## src/rtl/audioport_pkg.sv

```systemverilog
// rtl/audioport_pkg.sv - shared constants and types for the audio port receive path
//
// Purpose : word length, bit-counter sizing and the I2S receiver state type.
// Ports   : none (package).

package audioport_pkg;

  localparam int I2S_WORD_BITS = 24;
  localparam int I2S_CNT_BITS  = 5;

  // Bit counter value meaning "more than a full word seen in this ws phase".
  localparam logic [I2S_CNT_BITS-1:0] I2S_CNT_SAT = I2S_CNT_BITS'(I2S_WORD_BITS + 1);

  typedef enum logic [1:0] {
    IDLE   = 2'd0,
    SYNC   = 2'd1,
    RX_CH0 = 2'd2,
    RX_CH1 = 2'd3
  } i2s_rx_state_t;

endpackage

```

## src/rtl/i2s_rx_sync.sv

```systemverilog
// rtl/i2s_rx_sync.sv - pin synchronisers and sck rising-edge detector for the I2S receiver
//
// Purpose : brings sck/ws/sdi into the clk domain through two flops each and
//           flags the cycle in which the synchronised sck goes 0 -> 1.
// Ports   : clk, rst_n        - system clock, synchronous active-low reset
//           sck_in, ws_in,
//           sdi_in            - asynchronous I2S pins
//           sck_rise          - one-clk strobe, synchronised sck rose
//           ws_sync, sdi_sync - synchronised ws/sdi, valid to sample on sck_rise

module i2s_rx_sync (
  input  logic clk,
  input  logic rst_n,
  input  logic sck_in,
  input  logic ws_in,
  input  logic sdi_in,
  output logic sck_rise,
  output logic ws_sync,
  output logic sdi_sync
);

  logic [1:0] sck_ff;
  logic [1:0] ws_ff;
  logic [1:0] sdi_ff;
  logic       sck_prev;

  // All three pins see identical latency, so ws/sdi stay aligned with the
  // sck edge they were launched against.
  always_ff @(posedge clk) begin
    if (!rst_n) begin
      sck_ff   <= 2'b00;
      ws_ff    <= 2'b00;
      sdi_ff   <= 2'b00;
      sck_prev <= 1'b0;
    end else begin
      sck_ff   <= {sck_ff[0], sck_in};
      ws_ff    <= {ws_ff[0], ws_in};
      sdi_ff   <= {sdi_ff[0], sdi_in};
      sck_prev <= sck_ff[1];
    end
  end

  assign sck_rise = sck_ff[1] & ~sck_prev;
  assign ws_sync  = ws_ff[1];
  assign sdi_sync = sdi_ff[1];

endmodule

```

## src/rtl/i2s_rx_unit.sv

```systemverilog
// rtl/i2s_rx_unit.sv - left-justified 24-bit stereo I2S receiver
//
// Purpose : deserialises a two-channel left-justified I2S stream (ws change
//           marks the MSB of the next channel) and presents complete stereo
//           pairs with a valid strobe; flags words that are not exactly 24 bits.
// Ports   : clk, rst_n        - system clock, synchronous active-low reset
//           rx_en_in          - 1 = receive, 0 = standby (partial word dropped)
//           sck_in, ws_in,
//           sdi_in            - asynchronous I2S pins
//           audio0_out        - last complete channel-0 (left) sample
//           audio1_out        - last complete channel-1 (right) sample
//           valid_out         - one-clk pulse, new pair on audio0/1_out
//           frame_err_out     - one-clk pulse, word length error

module i2s_rx_unit
  import audioport_pkg::*;
(
  input  logic                     clk,
  input  logic                     rst_n,
  input  logic                     rx_en_in,
  input  logic                     sck_in,
  input  logic                     ws_in,
  input  logic                     sdi_in,
  output logic [I2S_WORD_BITS-1:0] audio0_out,
  output logic [I2S_WORD_BITS-1:0] audio1_out,
  output logic                     valid_out,
  output logic                     frame_err_out
);

  localparam logic [I2S_CNT_BITS-1:0] WORD_CNT = I2S_CNT_BITS'(I2S_WORD_BITS);
  localparam logic [I2S_CNT_BITS-1:0] LAST_CNT = I2S_CNT_BITS'(I2S_WORD_BITS - 1);

  logic sck_rise;
  logic ws_sync;
  logic sdi_sync;

  i2s_rx_sync u_sync (
    .clk      (clk),
    .rst_n    (rst_n),
    .sck_in   (sck_in),
    .ws_in    (ws_in),
    .sdi_in   (sdi_in),
    .sck_rise (sck_rise),
    .ws_sync  (ws_sync),
    .sdi_sync (sdi_sync)
  );

  i2s_rx_state_t state, state_d;

  logic                     ws_prev;
  logic [I2S_WORD_BITS-1:0] shift_q;
  logic [I2S_CNT_BITS-1:0]  cnt_q;
  logic [I2S_WORD_BITS-1:0] ch0_q;
  logic [I2S_WORD_BITS-1:0] audio0_q;
  logic [I2S_WORD_BITS-1:0] audio1_q;
  logic                     valid_q;
  logic                     err_q;

  // Datapath commands decoded by the next-state logic.
  logic start_word;
  logic shift_bit;
  logic cnt_sat;
  logic clear_word;
  logic hold_ch0;
  logic deliver;
  logic err;

  logic ws_edge;
  assign ws_edge = sck_rise & (ws_sync != ws_prev);

  always_ff @(posedge clk) begin
    if (!rst_n) begin
      state <= IDLE;
    end else begin
      state <= state_d;
    end
  end

  always_comb begin
    state_d    = state;
    start_word = 1'b0;
    shift_bit  = 1'b0;
    cnt_sat    = 1'b0;
    clear_word = 1'b0;
    hold_ch0   = 1'b0;
    deliver    = 1'b0;
    err        = 1'b0;

    if (!rx_en_in) begin
      state_d    = IDLE;
      clear_word = 1'b1;
    end else begin
      case (state)
        IDLE: begin
          state_d = SYNC;
        end

        SYNC: begin
          // Only a 1 -> 0 ws transition gives a trustworthy channel-0 MSB.
          if (sck_rise && !ws_sync && ws_prev) begin
            state_d    = RX_CH0;
            start_word = 1'b1;
          end
        end

        RX_CH0, RX_CH1: begin
          if (ws_edge) begin
            if (cnt_q == WORD_CNT) begin
              // The bit on this edge is already the next channel's MSB.
              start_word = 1'b1;
              hold_ch0   = (state == RX_CH0);
              state_d    = (state == RX_CH0) ? RX_CH1 : RX_CH0;
            end else begin
              err        = 1'b1;
              clear_word = 1'b1;
              state_d    = SYNC;
            end
          end else if (sck_rise) begin
            if (cnt_q < WORD_CNT) begin
              shift_bit = 1'b1;
              // Pair is published on the last ch1 bit, not on the ws change,
              // so a trailing overlong ch1 phase cannot retract it.
              deliver   = (state == RX_CH1) && (cnt_q == LAST_CNT);
            end else begin
              cnt_sat = 1'b1;
            end
          end
        end

        default: begin
          state_d = IDLE;
        end
      endcase
    end
  end

  always_ff @(posedge clk) begin
    if (!rst_n) begin
      ws_prev  <= 1'b0;
      shift_q  <= '0;
      cnt_q    <= '0;
      ch0_q    <= '0;
      audio0_q <= '0;
      audio1_q <= '0;
      valid_q  <= 1'b0;
      err_q    <= 1'b0;
    end else begin
      if (sck_rise) begin
        ws_prev <= ws_sync;
      end

      valid_q <= deliver;
      err_q   <= err;

      if (clear_word) begin
        shift_q <= '0;
        cnt_q   <= '0;
      end else if (start_word) begin
        shift_q <= {{(I2S_WORD_BITS-1){1'b0}}, sdi_sync};
        cnt_q   <= I2S_CNT_BITS'(1);
      end else if (shift_bit) begin
        shift_q <= {shift_q[I2S_WORD_BITS-2:0], sdi_sync};
        cnt_q   <= cnt_q + I2S_CNT_BITS'(1);
      end else if (cnt_sat) begin
        cnt_q   <= I2S_CNT_SAT;
      end

      if (hold_ch0) begin
        ch0_q <= shift_q;
      end

      if (deliver) begin
        audio0_q <= ch0_q;
        audio1_q <= {shift_q[I2S_WORD_BITS-2:0], sdi_sync};
      end
    end
  end

  assign audio0_out    = audio0_q;
  assign audio1_out    = audio1_q;
  assign valid_out     = valid_q;
  assign frame_err_out = err_q;

endmodule

```

## config.mk

```make
export PLATFORM = sky130hd
export DESIGN_NAME = i2s_rx_unit
export DESIGN_NICKNAME = d
export VERILOG_FILES = /design/src/rtl/audioport_pkg.sv /design/src/rtl/i2s_rx_sync.sv /design/src/rtl/i2s_rx_unit.sv
export SDC_FILE = /design/constraint.sdc
export NUM_CORES = 1
export LEC_CHECK = 0
export CAP_MARGIN = 20
export CORE_UTILIZATION = 45
export CTS_BUF_LIST = sky130_fd_sc_hd__clkbuf_4 sky130_fd_sc_hd__clkbuf_8
export DETAILED_ROUTE_END_ITERATION = 10
export GPL_TIMING_DRIVEN = 0
export PLACE_DENSITY = 0.64
export RECOVER_POWER = 50
export SYNTH_ARGS = -nofsm -noshare
export SYNTH_HDL_FRONTEND = slang
export SYNTH_SLANG_ARGS = --single-unit
```

## constraint.sdc

```tcl
create_clock -name clk -period 3.2 [get_ports clk]
set_input_delay 0.64 -clock clk [delete_from_list [all_inputs] [get_ports clk]]
set_output_delay 0.64 -clock clk [all_outputs]
set_load 0.02 [all_outputs]
```

# [After elaboration in Yosys (flattened, before gate mapping)]
# Cells that the tools add are included.
# W data, S select, Z words.
[totals] register_bits=113 elab_cells=80 out_inout_bits=50 inputBits=6
[classes] n_addsub=1 n_mux=38 magnitude_cmp=1 reduce_logical=13 n_bitwise=4 eq_ne=8
[ops] cell="$mux W1" n=31
[ops] cell="$eq A5 B5 Y1 const B" n=2
[ops] cell="$mux W5" n=2
[ops] cell="$mux W2" n=3
[ops] cell="$pmux W2 S3" n=1
[ops] cell="$add A5 B1 Y5 const B" n=1
[ops] cell="$lt A5 B5 Y1 const B" n=1
[ops] cell="$eq A2 B2 Y1 const B" n=2
[ops] cell="$ne A2 B2 Y1 const B" n=2
[ops] cell="$reduce_and A2 Y1" n=2
[ops] cell="$reduce_bool A2 Y1" n=2
[ops] cell="$reduce_or A2 Y1" n=2
[ops] cell="$logic_and A1 B1 Y1" n=3
[ops] cell="$reduce_bool A3 Y1" n=1
[ops] cell="$reduce_or A3 Y1" n=1
[ops] cell="$and A1 B1 Y1" n=2
[ops] cell="$eq A2 B1 Y1 const B" n=1
[ops] cell="$logic_not A2 Y1" n=1
[ops] cell="$not A1 Y1" n=2
[ops] cell="$pmux W1 S2" n=1
[ops] cell="$logic_not A1 Y1" n=1
[ops] cell="$ne A1 B1 Y1" n=1

# [Logic depth before layout (Yosys ltp)]
# Gate-level depths: netlist (run 1).
[logic_depth] ltp_word=9 mapped_depth=9 depth_no_buf=6

# [Cells and area by module]
# A second synthesis (run 1) with hierarchy kept.
[unflattened] cells_unflattened=510 hier_area_um2=4451.8
[by_module_without_submodules] mod="i2s_rx_unit" instances=1 cells_per_inst=495 area_per_inst_um2=4261.6 seq_area_each_um2=2122.0
[by_module_without_submodules] mod="i2s_rx_sync" instances=1 cells_per_inst=15 area_per_inst_um2=190.2 seq_area_each_um2=140.1

# [Worst setup path before layout (run 1)]
# OpenSTA, ideal clock, no wires.
[synth_path] path_type="input to register" start="input rx_en_in" end="register cnt_q[4]" arrival_time_ps=1667 t_required_ps=3083 n_path_buf=4 path_slack_ps=1416 stages=8 cell_sequence="and4b_1 buf_4 and4_1 buf_2 buf_6 buf_6 a21oi_1 nor2_1"
[synth_via] elab_chain_len=2 word_cells_on_any_way=7 classes_between="mux: 5; reduce/logical: 2"
[synth_lines] item="start, declared" line="i2s_rx_unit.sv:20" source="input logic rx_en_in,"
[synth_lines] item="$mux W1" line="i2s_rx_unit.sv:89" source="if (!rx_en_in) begin"
[synth_lines] item="$reduce_or A3 Y1 (no source line) (tied with other cells)"
[synth_lines] item="end signal, assigned" line="i2s_rx_unit.sv:163" source="cnt_q <= cnt_q + I2S_CNT_BITS'(1);"
[synth_lines] item="end, declared" line="i2s_rx_unit.sv:52" source="logic [I2S_CNT_BITS-1:0] cnt_q;"
# Parallel ways exist; a longest one is shown, timed or not.
# A chain may end at the register's enable or synchronous reset.

# [Final worst setup path (run 1)]
[layout_path] start="input rx_en_in" end="register shift_q[23]"
[layout_via] elab_chain_len=2 word_cells_on_any_way=4 classes_between="mux: 3; reduce/logical: 1"
[layout_lines] item="$mux W1" line="i2s_rx_unit.sv:89"
[layout_lines] item="$reduce_or A3 Y1 (no source line)"
[layout_lines] item="end signal, assigned" line="i2s_rx_unit.sv:159" source="shift_q <= {{(I2S_WORD_BITS-1){1'b0}}, sdi_sync};"
[layout_lines] item="end signal, assigned" line="i2s_rx_unit.sv:162" source="shift_q <= {shift_q[I2S_WORD_BITS-2:0], sdi_sync};"
[layout_lines] item="end, declared" line="i2s_rx_unit.sv:51" source="logic [I2S_WORD_BITS-1:0] shift_q;"
# Parallel ways exist; a longest one is shown, timed or not.

==> results.txt, run 1 <==
nets@finish = 612
Reg clk slew, reported paths = 70 ps
initial core utilization = 46.82%
Die Span Y = 100.3 um
Final Skew = 11.15 ps
CTS root buf = clkbuf_8
Finished Cell Area = 5485 um^2
CP max FO = 10
largest net degree at the start of global routing = 17
number of unique standard cell types used by synthesis = 42
Post-Syn Instances = 530
final hold vios = 0
hold depth = 1
Core Box Area = 9284 um^2
worst hold margin = 437.2 ps
PwrDens = 531.4 nW/um^2
routed len/inst = 14.69 um
drt pass-1 iters = 5
H-tree levels = 4
Fillers = 845
setup_tns = 0 ps
minimum clock period = 2461 ps
RSZ-0062 raised after global routing = no
row cnt = 35
Critical Path AT = 2820 ps
hold_buf cts = 0
via/cell ratio = 5.353
Total Power = 2.915 mW
CTS tree = done
Worst Reg-to-Reg Cells = 7
fin crit share = 76.90%
via count = 3993
Worst Setup End Kind = flip-flop
P_leak = 1.907 nW
IO buf count = 55
most frequent cells in the layout = dfxtp_1 (113), nand2_1 (107), a21oi_1 (105)
CP Data Required Time = 3560 ps
kind of critical path = in2reg
Max clock buf depth = 2
Util after Layout = 59.08%
Synth warnings = 0
CP startpoint kind = input pin
Main synth FF type = dfxtp_1
vias in the first global route = 3708
postcts setup bufs = 0
highest clock rate = 406.4 MHz
final setup vio count = 0
DIE AREA = 10060 um^2
initial antenna violation count = 0
Peak VDD IR = 0.2531 mV
Worst slew margin = 61.22%
Synth Register Bits = 113
CTS Sinks = 113
IO Count = 56
post-synthesis sequential area ratio = 52.04%
GRT overflow = 0
max-slew violation count = 0
Total GRT Usage = 23.45%
diode count = 0
register area = 2262 um^2
Residual DRC = 0
Post-CTS Resized = 0
worst skew pair latency = 440 ps
Syn Nets = 538
Worst Hold Class = reg2reg
cts bufs inserted = 17
status = completed
most common cell after layout, fill and taps aside = dfxtp_1
Least-Margin Pin Slew = 581.7 ps
EDFF count, synth = 0
DP HPWL = 7.803 mm
share of flip-flops with an asynchronous set or reset = 0%
Die Wd = 100.3 um
first-pass GRT wire length = 18.26 mm
multi-input logic area = 1844 um^2
Syn Area/Cell = 8.201 um^2
WL final = 10.96 mm
Area growth syn-to-layout = 26.19%
gpl congestion = 0.8879
max-cap viol count = 0
DRT iter0 DRCs = 175
layout cell share with drive strength beyond 1 = 7.942%
dpl cell area = 5059 um^2
Mapped Area = 4347 um^2
Routed Antenna Nets = 0
==> critical path, stage by stage <==
cell and delay, ps:
dlygate4sd3_1 620, and4b_1 210, clkbuf_1 230, and3_1 190, clkbuf_1 280, clkbuf_1 410
nand2_1 100, a21oi_1 140
==> routing by layer <==
layer / vias to the layer above / GRT usage [%] / wire (um) / share of wire (%)
met2: 133 / 36.62 / 4928 / 45
met5: - / 0 / 0 / 0
li1: 1982 / - / - / -
met1: 1860 / 31.51 / 5335 / 49
met3: 18 / 5.501 / 534 / 4.9
met4: 0 / 8.919 / 163 / 1.5
==> Yosys cell counts, types with 3 or more instances <==
library cell | n | area, um^2
o21ai_0 | 50 | 250.2
nor2b_1 | 3 | 18.77
nand3_1 | 52 | 260.3
dfxtp_1 | 113 | 2262
inv_1 | 4 | 15.01
and4_1 | 3 | 26.28
buf_2 | 14 | 70.07
and2_1 | 8 | 50.05
a21oi_1 | 105 | 525.5
nand2_1 | 107 | 401.6
nor3_1 | 3 | 15.01
buf_4 | 4 | 30.03
clkbuf_1 | 26 | 97.59
nor2_1 | 3 | 11.26
==> cells by family after synthesis <==
logic type	Yosys count	synth area share, %
adders and majority gates	2	0.5756
buffers and inverters	51	5.527
DFF	113	52.04
xor gates and xnor gates	2	0.8349
AOI/OAI and AO/OA	167	20.09
muxes	2	0.4606
and+or+nand+nor	193	20.47
==> flip-flops by register name, indices dropped and copies added (netlist names) <==
register and flops:
audio0_out 24, audio1_out 24, ch0_q 24, cnt_q 5, frame_err_out 1, shift_q 24
state 2, u_sync.sck_ff 2, u_sync.sck_prev 1, u_sync.sdi_ff 2, u_sync.ws_ff 2, valid_out 1
ws_prev 1
==> final timing paths <==
kind                                                    end                        start  slack (ps)
worst max-delay path               shift_q[23]$_SDFFE_PP0P_                     rx_en_in         740
worst min register to register  u_sync.sdi_ff[1]$_SDFF_PN0_  u_sync.sdi_ff[0]$_SDFF_PN0_         440
worst min-delay path            u_sync.sdi_ff[1]$_SDFF_PN0_  u_sync.sdi_ff[0]$_SDFF_PN0_         440
worst max register to register   audio1_out[6]$_SDFFE_PN0P_        cnt_q[0]$_SDFFE_PP0P_        1090
==> power breakdown <==
| group | total, mW | internal (mW) | switching [mW] | leakage [nW] |
|---|---|---|---|---|
| clock network | 1.45 | 0.825 | 0.623 | 0.207 |
| registers | 1.41 | 1.41 | 0.00313 | 0.911 |
| logic | 0.0527 | 0.0164 | 0.0363 | 0.788 |
| total | 2.91 | 2.25 | 0.663 | 1.91 |
==> per-stage QoR <==
step	cells	setup slack, ps
3_3_place_gp	714	552.8
4_1_cts	746	1021
5_1_grt	746	551.7
6_report	746	739.1
2_1_floorplan	530	1416
3_5_place_dp	714	552.5
==> area by class of cell <==
type                    instances  area share (%)
plain buffers                  47           3.923
well taps                     129           2.943
flip-flops and latches        113           41.24
clock inverters                13           3.193
clock buffers                  19           4.767
multi-input cells             366           33.62
repair buffers                 55           10.04
inverters                       4          0.2737
Power figures use the tool's default switching activity.
==> run 2: changes to the inputs <==
- clock period: 3.2 -> 2.5 ns (I/O delays scaled with it)
==> run 2 against run 1 <==
  * Core utilization grew 0.054 points
  * Setup slack lost 400 ps
  * Worst hold slack gained 2.7 ps
  * Sequential power grew 28%
  * Routed wire length grew 0.25%
  * Largest power group unchanged
  * Highest routed layer unchanged
==> results.txt, run 2 (synthesis gave the netlist of run 1 again) <==
CP max FO = 10 (unchanged)
Setup WS post-layout = 334.7 ps (-404.4 ps)
initial core utilization = 46.82% (unchanged)
Die Span Y = 100.3 um (unchanged)
DP Cell Count = 714 (unchanged)
Final Skew = 11.60 ps (+0.4513 ps)
via/cell ratio = 5.282 (-1.3%)
grt peak-use layer = met2
RSZ-0062 raised after global routing = no
postcts setup bufs = 0 (unchanged)
Max clock buf depth = 2 (unchanged)
Area growth syn-to-layout = 26.31% (about the same)
most frequent cells in the layout = dfxtp_1 (113), nand2_1 (107), a21oi_1 (105)
diode count = 0 (unchanged)
initial antenna violation count = 0 (unchanged)
worst setup path start = rx_en_in
PwrDens = 680.2 nW/um^2 (+28%)
Peak VDD IR = 0.3242 mV (+28%)
Int Pwr = 2.883 mW (+28%)
drt pass-1 iters = 5 (unchanged)
Least-Margin Pin Slew = 581.4 ps (-0.3231 ps)
gpl congestion = 0.8879 (unchanged)
vias in the first global route = 3708 (unchanged)
minimum clock period = 2165 ps
DIE AREA = 10060 um^2 (unchanged)
Worst Setup EP = shift_q[20]$_SDFFE_PP0P_
Util after Layout = 59.14% (about the same)
met2 Resource Use GR = 36.62% (unchanged)
Finished Cell Area = 5490 um^2 (about the same)
largest net degree at the start of global routing = 17 (unchanged)
Setup WS pre-CTS = -7.498 ps (-560.0 ps)
R2R Path End = audio1_out[11]$_SDFFE_PN0P_
GRT overflow = 0 (unchanged)
IO buf count = 55 (unchanged)
Worst Hold Class = reg2reg
first-pass GRT wire length = 18.26 mm (unchanged)
Worst Reg-to-Reg Cells = 7 (unchanged)
sequential fraction of design power = 48.4% (about the same)
highest clock rate = 461.8 MHz
Routed Antenna Nets = 0 (unchanged)
clock power share = 49.7% (about the same)
met3 Use GR = 5.501% (unchanged)
H-tree levels = 4 (unchanged)
max-cap viol count = 0 (unchanged)
net switching power = 0.8522 mW (+29%)
CTS Sinks = 113 (unchanged)
routed len/inst = 14.73 um (+0.25%)
setup_tns = 0 ps (unchanged)
Total GRT Usage = 23.45% (unchanged)
max-slew violation count = 0 (unchanged)
Worst slew margin = 61.24% (about the same)
DP HPWL = 7.803 mm (unchanged)
Reg clk slew, reported paths = 70 ps (about the same)
fin crit share = 86.61%
P_leak = 1.924 nW (+0.93%)
R2R Setup Slk = 400 ps (-690 ps)
cts bufs inserted = 17 (unchanged)
sw frac = 22.82% (+0.073 points)
most common cell after layout, fill and taps aside = dfxtp_1
Critical Path AT = 2530 ps (-290 ps)
M1 GR Usage = 31.51% (unchanged)
IO Count = 56 (unchanged)
CTS root buf = clkbuf_8
startpoint of the worst register-to-register path = cnt_q[0]$_SDFFE_PP0P_
hold_buf cts = 0 (unchanged)
dpl cell area = 5059 um^2 (unchanged)
row cnt = 35 (unchanged)
combinational power share = 1.8% (about the same)
layout cell share with drive strength beyond 1 = 8.266% (+0.32 points)
final setup vio count = 0 (unchanged)
Post-CTS Resized = 0 (unchanged)
status = completed
Fillers = 847 (+0.24%)
WL final = 10.99 mm (+0.25%)
CP startpoint kind = input pin
worst skew pair latency = 440 ps (about the same)
Residual DRC = 0 (unchanged)
DRT iter0 DRCs = 154 (-12%)
final hold vios = 0 (unchanged)
kind of critical path = in2reg
via count = 3940 (-1.3%)
Die Wd = 100.3 um (unchanged)
CP Data Required Time = 2860 ps (-700 ps)
Worst Setup End Kind = flip-flop
post-route insts no fill = 746 (unchanged)
Core Box Area = 9284 um^2 (unchanged)
CTS tree = done
nets@finish = 612 (unchanged)
==> run 2: cell count changes in the layout (fill, tap and decap cells not counted), sizes merged <==
cell / delta
buf: +2
clkdlybuf4s50: -3
clkbuf: -2
dlygate4sd3: +3
==> run 2: per-layer routing <==
layer | part of all wire, % | wire length (um)
met2 | 45 | 4957
met1 | 48 | 5315
met3 | 5.2 | 568
met4 | 1.3 | 148
met5 | 0 | 0
==> run 2: layout make-up <==
type,count,area (um^2),share of cell area (%)
Buffer,47,220.2,4.011
Inverter,4,15.01,0.2735
Multi-Input combinational cell,366,1844,33.59
Tap cell,129,161.4,2.940
Clock buffer,19,261.5,4.763
Sequential cell,113,2262,41.20
Timing Repair Buffer,55,550.5,10.03
Clock inverter,13,175.2,3.191
==> run 2: how the worst min path moves through the flow <==
stage | end | cells past startpoint | slack [ps] | start
global route | u_sync.sck_ff[1]$_SDFF_PN0_ | 1 | 460 | u_sync.sck_ff[0]$_SDFF_PN0_
detailed placement | u_sync.sdi_ff[1]$_SDFF_PN0_ | 1 | 420 | u_sync.sdi_ff[0]$_SDFF_PN0_
global placement | u_sync.ws_ff[1]$_SDFF_PN0_ | 1 | 410 | u_sync.ws_ff[0]$_SDFF_PN0_
floorplan | u_sync.sck_ff[1]$_SDFF_PN0_ | 1 | 410 | u_sync.sck_ff[0]$_SDFF_PN0_
finish | u_sync.sdi_ff[1]$_SDFF_PN0_ | 1 | 440 | u_sync.sdi_ff[0]$_SDFF_PN0_
CTS | u_sync.sdi_ff[1]$_SDFF_PN0_ | 1 | 430 | u_sync.sdi_ff[0]$_SDFF_PN0_
==> run 2: critical path, cell delays in order <==
cell           delay (ps)
dlygate4sd3_1         620
and4b_1               210
buf_4                 140
and3_1                150
clkbuf_1              270
clkbuf_1              390
nand2_1               100
a21oi_1               160
==> run 2: stage by stage <==
step | hold slack, ps | power [mW]
3_5_place_dp | 424.6 | 1.918
4_1_cts | 434.3 | 3.755
3_3_place_gp | 414.1 | 1.918
2_1_floorplan | 411.8 | 1.892
5_1_grt | 458.4 | 3.846
6_report | 439.9 | 3.735
==> run 2: power groups by stage <==
stage | clock, mW | combinational (mW) | sequential [mW]
global route | 1.96 | 0.0745 | 1.81
finish | 1.86 | 0.0681 | 1.81
floorplan | 0 | 0.0429 | 1.85
global placement | 0 | 0.0676 | 1.85
CTS | 1.88 | 0.0682 | 1.81
detailed placement | 0 | 0.0677 | 1.85
==> run 3: changes to the inputs <==
- HOLD_SLACK_MARGIN: not set -> 0.08
- MAX_ROUTING_LAYER: not set -> met4
==> run 3 against run 2 <==
  * Clock-buffer cell count is 3 higher
  * Core utilization is 0.24 points higher
  * Cell count is 0.13% lower
  * Critical path depth stayed put
  * Power is 3.6% higher
  * Critical endpoint is now shift_q[6]$_SDFFE_PP0P_
  * Highest routed layer unchanged
==> results.txt, run 3 (synthesis gave the netlist of run 1 again) <==
Setup WS pre-CTS = -14.24 ps (-6.745 ps)
final hold vios = 0 (unchanged)
WL final = 10.94 mm (-0.43%)
status = completed
top layer used by detailed routing = met4
kind of critical path = in2reg
gpl congestion = 0.8602 (-3.1%)
Core Box Area = 9284 um^2 (unchanged)
initial core utilization = 46.82% (unchanged)
postcts setup bufs = 0 (unchanged)
initial antenna violation count = 0 (unchanged)
final setup vio count = 0 (unchanged)
DIE AREA = 10060 um^2 (unchanged)
Fillers = 859 (+1.4%)
largest net degree at the start of global routing = 17 (unchanged)
Area growth syn-to-layout = 26.83%
worst skew pair latency = 420 ps (-20 ps)
Worst slew margin = 52.95% (-8.3 points)
via count = 3997 (+1.4%)
IO buf count = 55 (unchanged)
P_leak = 1.970 nW (+2.4%)
vias in the first global route = 3629 (-2.1%)
Die Span Y = 100.3 um (unchanged)
DR WL met2 = 4.846 mm (-2.2%)
Routed Antenna Nets = 0 (unchanged)
CP max FO = 10 (unchanged)
max-slew violation count = 0 (unchanged)
Crit path top cell by count = clkbuf_1
CP max stage delay = 630 ps (about the same)
diode count = 0 (unchanged)
Post-CTS Resized = 0 (unchanged)
nets@finish = 612 (unchanged)
CTS tree = done
Final Skew = 13.83 ps (+2.232 ps)
Residual DRC = 0 (unchanged)
via/cell ratio = 5.365 (+1.6%)
Least-Margin Pin Slew = 701.1 ps (+119.6 ps)
DRT iter0 DRCs = 152 (-1.3%)
minimum clock period = 2196 ps (+30.86 ps)
CP startpoint kind = input pin
cts bufs inserted = 17 (unchanged)
DP HPWL = 7.796 mm (about the same)
Setup WS post-layout = 303.8 ps (-30.86 ps)
most common cell after layout, fill and taps aside = dfxtp_1
row cnt = 35 (unchanged)
routed len/inst = 14.69 um (-0.29%)
CTS root buf = clkbuf_8
Total GRT Usage = 23.79% (+0.34 points)
slowest CP cell = dlygate4sd3_1
Total Power = 3.871 mW (+3.6%)
IO Count = 56 (unchanged)
DP Cell Count = 714 (unchanged)
routed length on met1 = 5.354 mm (+0.73%)
highest clock rate = 455.3 MHz (-1.4%)
sequence of cells on the critical path = dlygate4sd3_1 -> and4b_1 -> buf_4 -> and3_1 -> clkbuf_1 -> clkbuf_1 -> nand2_1 -> a21oi_1
layout cell share with drive strength beyond 1 = 8.117% (-0.15 points)
most frequent cells in the layout = dfxtp_1 (113), nand2_1 (107), a21oi_1 (105)
GRT overflow = 0 (unchanged)
Max clock buf depth = 2 (unchanged)
Die Wd = 100.3 um (unchanged)
post-route insts no fill = 745 (-0.13%)
worst hold margin = 434.6 ps (-5.264 ps)
CP Data Required Time = 2850 ps (about the same)
H-tree levels = 4 (unchanged)
Util after Layout = 59.38% (+0.24 points)
PwrDens = 702.1 nW/um^2 (+3.2%)
Peak VDD IR = 0.3561 mV (+9.9%)
CTS Sinks = 113 (unchanged)
drt pass-1 iters = 5 (unchanged)
Worst Setup End Kind = flip-flop
Critical Path AT = 2540 ps (about the same)
Reg clk slew, reported paths = 70 ps (about the same)
RSZ-0062 raised after global routing = no
hold_buf cts = 0 (unchanged)
first-pass GRT wire length = 18.07 mm (-1.1%)
max-cap viol count = 0 (unchanged)
fin crit share = 87.85% (+1.2 points)
Worst Hold Class = reg2reg
metal3 WL = 559 um (-1.6%)
run 3: path summary, 6_finish.rpt:
path,cells past startpoint,startpoint,slack [ps],endpoint
worst max-delay path,8,rx_en_in,300,shift_q[6]$_SDFFE_PP0P_
worst min-delay path,1,u_sync.sck_ff[0]$_SDFF_PN0_,430,u_sync.sck_ff[1]$_SDFF_PN0_
worst max register to register,7,cnt_q[0]$_SDFFE_PP0P_,370,audio1_out[6]$_SDFFE_PN0P_
worst min register to register,1,u_sync.sck_ff[0]$_SDFF_PN0_,430,u_sync.sck_ff[1]$_SDFF_PN0_
run 3: cell type report:
type	count	area (um^2)	share of cell area [%]
repair buffers	55	550.5	9.986
well taps	129	161.4	2.928
plain buffers	47	219.0	3.972
clock buffers	22	284.0	5.152
multi-input cells	366	1841	33.39
inverters	4	15.01	0.2724
flip-flops and latches	113	2262	41.03
clock inverters	9	180.2	3.268
run 3: metal layers:
metal	up-vias	track usage, %
met3	20	3.760
met1	1862	32.95
met4	0	10.37
li1	1979	-
met5	-	-
met2	136	34.30
run 3: power by group:
group / total (mW) / switching, mW / internal [mW]
combinational: 0.0670 / 0.0465 / 0.0205
clock: 1.99 / 0.723 / 1.27
sequential: 1.81 / 0.00403 / 1.81
total: 3.87 / 0.774 / 3.10
run 3: metrics by stage:
stage | setup TNS [ps] | cell area [um^2]
after floorplan | 0 | 4347
after CTS | 0 | 5523
after detailed placement | -76.77 | 5059
after global placement | -436.1 | 5059
after global routing | 0 | 5513
final | 0 | 5513
run 3: critical path, delay by kind of cell:
family / cells / cell delay, ps
AOI/OAI and AO/OA: 1 / 140
and+or+nand+nor: 3 / 480
buffers and inverters: 4 / 1430
